`config.mk`:
```
export PLATFORM = sky130hd
export DESIGN_NAME = pc_fetch_unit
export DESIGN_NICKNAME = d
export VERILOG_FILES = /design/src/rtl/pc_fetch_unit_pkg.sv /design/src/rtl/pc_fetch_unit_next_mux.sv /design/src/rtl/pc_fetch_unit.sv
export SDC_FILE = /design/constraint.sdc
export NUM_CORES = 1
export LEC_CHECK = 0
export ABC_CLOCK_PERIOD_IN_PS = 3900
export CAP_MARGIN = 25
export CORE_UTILIZATION = 46
export CTS_CLUSTER_DIAMETER = 50
export DETAILED_ROUTE_END_ITERATION = 10
export HOLD_SLACK_MARGIN = 0.15
export PLACE_DENSITY = 0.8
export SYNTH_ARGS = -nofsm -noshare
export SYNTH_HDL_FRONTEND = slang
export SYNTH_SLANG_ARGS = --single-unit
```
`constraint.sdc`:
```
create_clock -name clk -period 3.9 [get_ports clk]
set_clock_uncertainty 0.05 [all_clocks]
set_input_delay 0.975 -clock clk [delete_from_list [all_inputs] [get_ports clk]]
set_output_delay 0.975 -clock clk [all_outputs]
set_load 0.05 [all_outputs]
```
`src/rtl/pc_fetch_unit_pkg.sv`:
```
// Shared definitions for the PC fetch stage: FSM state encoding, next-PC
// select codes and the default reset vector.
package pc_fetch_unit_pkg;

  typedef enum logic [1:0] {
    BOOT   = 2'd0,
    RUN    = 2'd1,
    HALTED = 2'd2
  } fetch_state_t;

  typedef enum logic [1:0] {
    SEL_JUMP    = 2'd0,
    SEL_BRANCH  = 2'd1,
    SEL_PENDING = 2'd2,
    SEL_INC     = 2'd3
  } next_sel_t;

  localparam int unsigned DEFAULT_RESET_VEC = 0;

endpackage

```
`src/rtl/pc_fetch_unit_next_mux.sv`:
```
// Combinational next-PC priority selector: jump, then branch, then the
// buffered redirect, then the incrementer result.
module pc_next_mux
  import pc_fetch_unit_pkg::*;
#(
  parameter int WIDTH = 32
) (
  input  logic             jump,
  input  logic [WIDTH-1:0] jump_target,
  input  logic             branch,
  input  logic [WIDTH-1:0] branch_target,
  input  logic             pending,
  input  logic [WIDTH-1:0] pending_target,
  input  logic [WIDTH-1:0] pc_now,
  output logic [WIDTH-1:0] next_pc,
  output next_sel_t        sel
);

  always_comb begin
    next_pc = pc_now;
    sel     = SEL_INC;
    if (jump) begin
      next_pc = jump_target;
      sel     = SEL_JUMP;
    end else if (branch) begin
      next_pc = branch_target;
      sel     = SEL_BRANCH;
    end else if (pending) begin
      next_pc = pending_target;
      sel     = SEL_PENDING;
    end
  end

endmodule

```
`src/rtl/pc_fetch_unit.sv`:
```
// Program-counter stage: BOOT/RUN/HALTED control, PC register, buffering of
// redirects that arrive while fetch is blocked, and an advance counter.
module pc_fetch_unit
  import pc_fetch_unit_pkg::*;
#(
  parameter int               WIDTH     = 32,
  parameter logic [WIDTH-1:0] RESET_VEC = WIDTH'(DEFAULT_RESET_VEC),
  parameter int               CNT_W     = 32
) (
  input  logic             clk,
  input  logic             rst,
  input  logic [WIDTH-1:0] PCNow,
  input  logic             Branch,
  input  logic [WIDTH-1:0] BranchTarget,
  input  logic             Jump,
  input  logic [WIDTH-1:0] JumpTarget,
  input  logic             Stall,
  input  logic             Halt,
  input  logic             imem_ready,
  output logic [WIDTH-1:0] PCOut,
  output logic             imem_req,
  output logic             halted,
  output logic             redirect_pending,
  output logic [CNT_W-1:0] adv_count
);

  fetch_state_t     state_q;
  fetch_state_t     state_d;
  logic [WIDTH-1:0] pending_target;
  logic [WIDTH-1:0] next_pc;
  next_sel_t        next_sel;
  logic             advance;
  logic             capture;

  always_ff @(posedge clk or posedge rst) begin
    if (rst) state_q <= BOOT;
    else     state_q <= state_d;
  end

  always_comb begin
    state_d = state_q;
    case (state_q)
      BOOT:    state_d = Halt ? HALTED : RUN;
      RUN:     state_d = Halt ? HALTED : RUN;
      HALTED:  state_d = HALTED;
      default: state_d = BOOT;
    endcase
  end

  always_comb begin
    imem_req = (state_q == RUN);
    halted   = (state_q == HALTED);
  end

  pc_next_mux #(.WIDTH(WIDTH)) u_next_mux (
    .jump           (Jump),
    .jump_target    (JumpTarget),
    .branch         (Branch),
    .branch_target  (BranchTarget),
    .pending        (redirect_pending),
    .pending_target (pending_target),
    .pc_now         (PCNow),
    .next_pc        (next_pc),
    .sel            (next_sel)
  );

  // The mux already ranks jump over branch, so its output is the target to buffer.
  assign advance = (state_q == RUN) && imem_ready && !Stall && !Halt;
  assign capture = (state_q == RUN) && !Halt &&
                   ((next_sel == SEL_JUMP) || (next_sel == SEL_BRANCH));

  always_ff @(posedge clk or posedge rst) begin
    if (rst)          PCOut <= RESET_VEC;
    else if (advance) PCOut <= next_pc;
  end

  always_ff @(posedge clk or posedge rst) begin
    if (rst) begin
      redirect_pending <= 1'b0;
      pending_target   <= '0;
    end else if (advance) begin
      redirect_pending <= 1'b0;
    end else if (capture) begin
      redirect_pending <= 1'b1;
      pending_target   <= next_pc;
    end
  end

  always_ff @(posedge clk or posedge rst) begin
    if (rst)          adv_count <= '0;
    else if (advance) adv_count <= adv_count + 1'b1;
  end

endmodule

```
==> flow_metrics.py <==
metrics = {
    "route": {
        "wirelength_um": 12700,
        "drtPass1Iterations": 4,
        "drc": 0,
        "wl_per_cell_um": 16.0,
        "ant_nets": 0,
        "via_per_inst": 5.21,
        "num_vias": 4138,
        "drt_iter0_markers": 176,
    },
    "synth": {
        "synth_area_um2": 4910,
        "syn_inst": 495,
        "yosysTopAreaCell": "dfrtp_1",
        "yosys-top-cells-area": "dfrtp_1, mux2i_1, a21oi_1",
        "yosys.area.top_type_share_pct": 50.4,
        "ys_seq_elements": 99,
        "avgSynthCellArea_um2": 9.92,
        "syn_nets": 599,
        "yosysUniqueCellTypes": 39,
        "seq_area_frac_synth_pct": 50.4,
        "yosysWarningCount": 0,
    },
    "sta": {
        "setup_tns_ps": 0,
        "max_freq_mhz": 353,
        "max_slew_margin_pct": 59.7,
        "rsz0062_at_grt": "false",
        "period_share_pct": 72.6,
        "final_hold_viol_count": 0,
        "whs_ps": 423,
        "timing.final.crit_period_ps": 2830,
        "drv_slew": 0,
        "worstMarginPinSlew_ps": 604,
        "setup_violations": 0,
    },
    "final_layout": {
        "filler_cell_count": 813,
        "postLayoutCellArea_um2": 6890,
        "num_antenna_cells": 0,
        "seqCellArea_um2": 2480,
        "fin_nets": 759,
        "area_growth_pct": 40.4,
        "drive_gt1_share_pct": 6.22,
        "multi_input_area_um2": 2270,
    },
    "placed_design": {
        "dpl_cell_area_um2": 6680,
        "numPortBuffers": 169,
        "dpl.hpwl_um": 9500,
        "gp_congestion": 0.824,
    },
    "power_and_ir_drop": {
        "p_leak_nw": 3.12,
        "ir_drop_mv": 0.364,
        "powerDensity_nw_per_um2": 630,
    },
    "run": {
        "maxCapViolCount": 0,
    },
    "clocking": {
        "root_buffer": "clkbuf_8",
        "cts_hold_buf": 0,
        "htree_levels": 3,
        "clk_pin_slew_worst_paths_ps": 90,
        "post_cts.repair.setup_buffers": 0,
        "clock_latency_ps": 360,
        "tritoncts.num_buffers": 9,
        "cts_max_path_buffers": 2,
        "cts_tree": "built",
        "cts_resized": 0,
        "clock-sinks": 99,
    },
    "critical_path": {
        "critPathArrivalTime_ps": 1810,
        "crit_buf_inv": 2,
        "required_ps": 2870,
        "path_cells": "inv_1 > nor2_1 > clkdlybuf4s50_1",
        "crit_family": "buffers and inverters",
        "critical_path.startpoint": "state_q[1]",
        "cp_num_cells": 3,
        "crit_type": "flip-flop to output pin",
        "cp-start-kind": "flip-flop",
        "rr_worst_depth": 6,
        "cp_max_fo": 5,
        "cp-end-kind": "output pin",
        "max_stage_delay_ps": 820,
        "slowest_stage": "clkdlybuf4s50_1",
        "r2r_start": "adv_count[0]",
    },
    "die": {
        "coreArea_um2": 10300,
        "dieArea_um2": 11100,
        "die_w_um": 105,
        "initial_utilization_pct": 47.6,
        "rows": 37,
        "fp.dieH_um": 105,
        "num_io_pins": 170,
    },
    "grt": {
        "antenna_found_initial": 0,
        "grt_overflow": 0,
        "grt_pass1_vias": 4260,
        "grt_max_degree": 50,
        "gr-usage-all-layers_pct": 24.1,
        "grt_pass1_wl_um": 21100,
    },
    "worst_hold_path": {
        "hold_class": "flip-flop to flip-flop",
        "hp-start": "adv_count[31]",
        "hold_path_depth": 1,
    },
    "status": {
        "run_status": "completed",
    },
}
path summary, 6_finish.rpt:
check,endpoint,slack (ps)
max,halted,1070
min reg2reg,adv_count[31],420
min,adv_count[31],420
min in group asynchronous,PCOut[26],980
max reg2reg,adv_count[26],1980
max in group asynchronous,PCOut[29],2040
layout by cell type, fill, tap and decap left out, types with 2 or more instances in the layout:
master             n
nand4_1            7
inv_1              2
and3_1             3
mux2i_1           64
a21oi_1           65
buf_4              9
nand2_1           48
nor2_1            76
o21ai_0           32
clkbuf_8          10
xor2_1             6
nand2b_4           2
xnor2_1           25
clkdlybuf4s50_1  167
and4_4             2
bufinv_16          2
clkinvlp_4         2
nand3_1           13
buf_2              2
dfrtp_1           98
stage by stage:
stage | utilization [%] | power (mW) | cells | setup WS [ps]
3_5_place_dp | 64.7 | 3.66 | 780 | 926
6_report | 66.8 | 4.34 | 795 | 1070
5_1_grt | 66.8 | 4.59 | 795 | 950
3_3_place_gp | 64.7 | 3.59 | 780 | 1070
4_1_cts | 66.8 | 4.38 | 795 | 1050
2_1_floorplan | - | 2.95 | 495 | 285
sequential cells by signal, indices dropped and copies added, names as in the netlist:
name / cells
PCOut: 32
adv_count: 32
pending_target: 32
state_q: 2
redirect_pending: 1
synthesized netlist by cell type, drive strengths merged:
master,n
nor3b,1
mux2i,64
nand4bb,1
and4,3
nand4,9
and2,2
nor3,2
xnor2,25
inv,3
a21oi,65
buf,22
o21ai,33
nor4,1
ha,1
nor2b,1
clkbuf,7
nand3,14
nand2,48
and2b,1
nand2b,2
and3,5
or2b,1
nand4b,1
a21o,1
xor2,6
nor2,77
dfrtp,99
power by group:
group	internal (mW)	switching [mW]
sequential	1.38	0.223
combinational	0.771	1.25
clock	0.376	0.341
total	2.53	1.81
layout make-up:
class	instances	share of cell area (%)
inverter	3	0.200
clock inverter	4	1.09
tap	136	2.47
clock buffer	11	2.05
sequential	99	36.0
timing repair buffer	178	25.4
multi-input combinational	364	32.9
layer usage:
layer  share of wire [%]  global-route usage, %  vias up
met3                 4.8                   3.53       27
met1                  42                   29.8     1986
li1                    -                      -     2011
met4                 3.1                   10.5        0
met5                   0                      0        -
met2                  50                   41.8      114
cell families (layout without fill, tap and decap cells):
logic type / Yosys count / after routing / synth area share (%)
DFF: 99 / 99 / 50.4
AOI/OAI and AO/OA: 99 / 99 / 10.1
and+or+nand+nor: 169 / 169 / 17.2
muxes: 64 / 64 / 13.0
buffers and inverters: 32 / 196 / 3.41
xor gates and xnor gates: 31 / 31 / 5.53
adders and majority gates: 1 / 1 / 0.255
No activity file was read; power rests on OpenSTA's default activity.
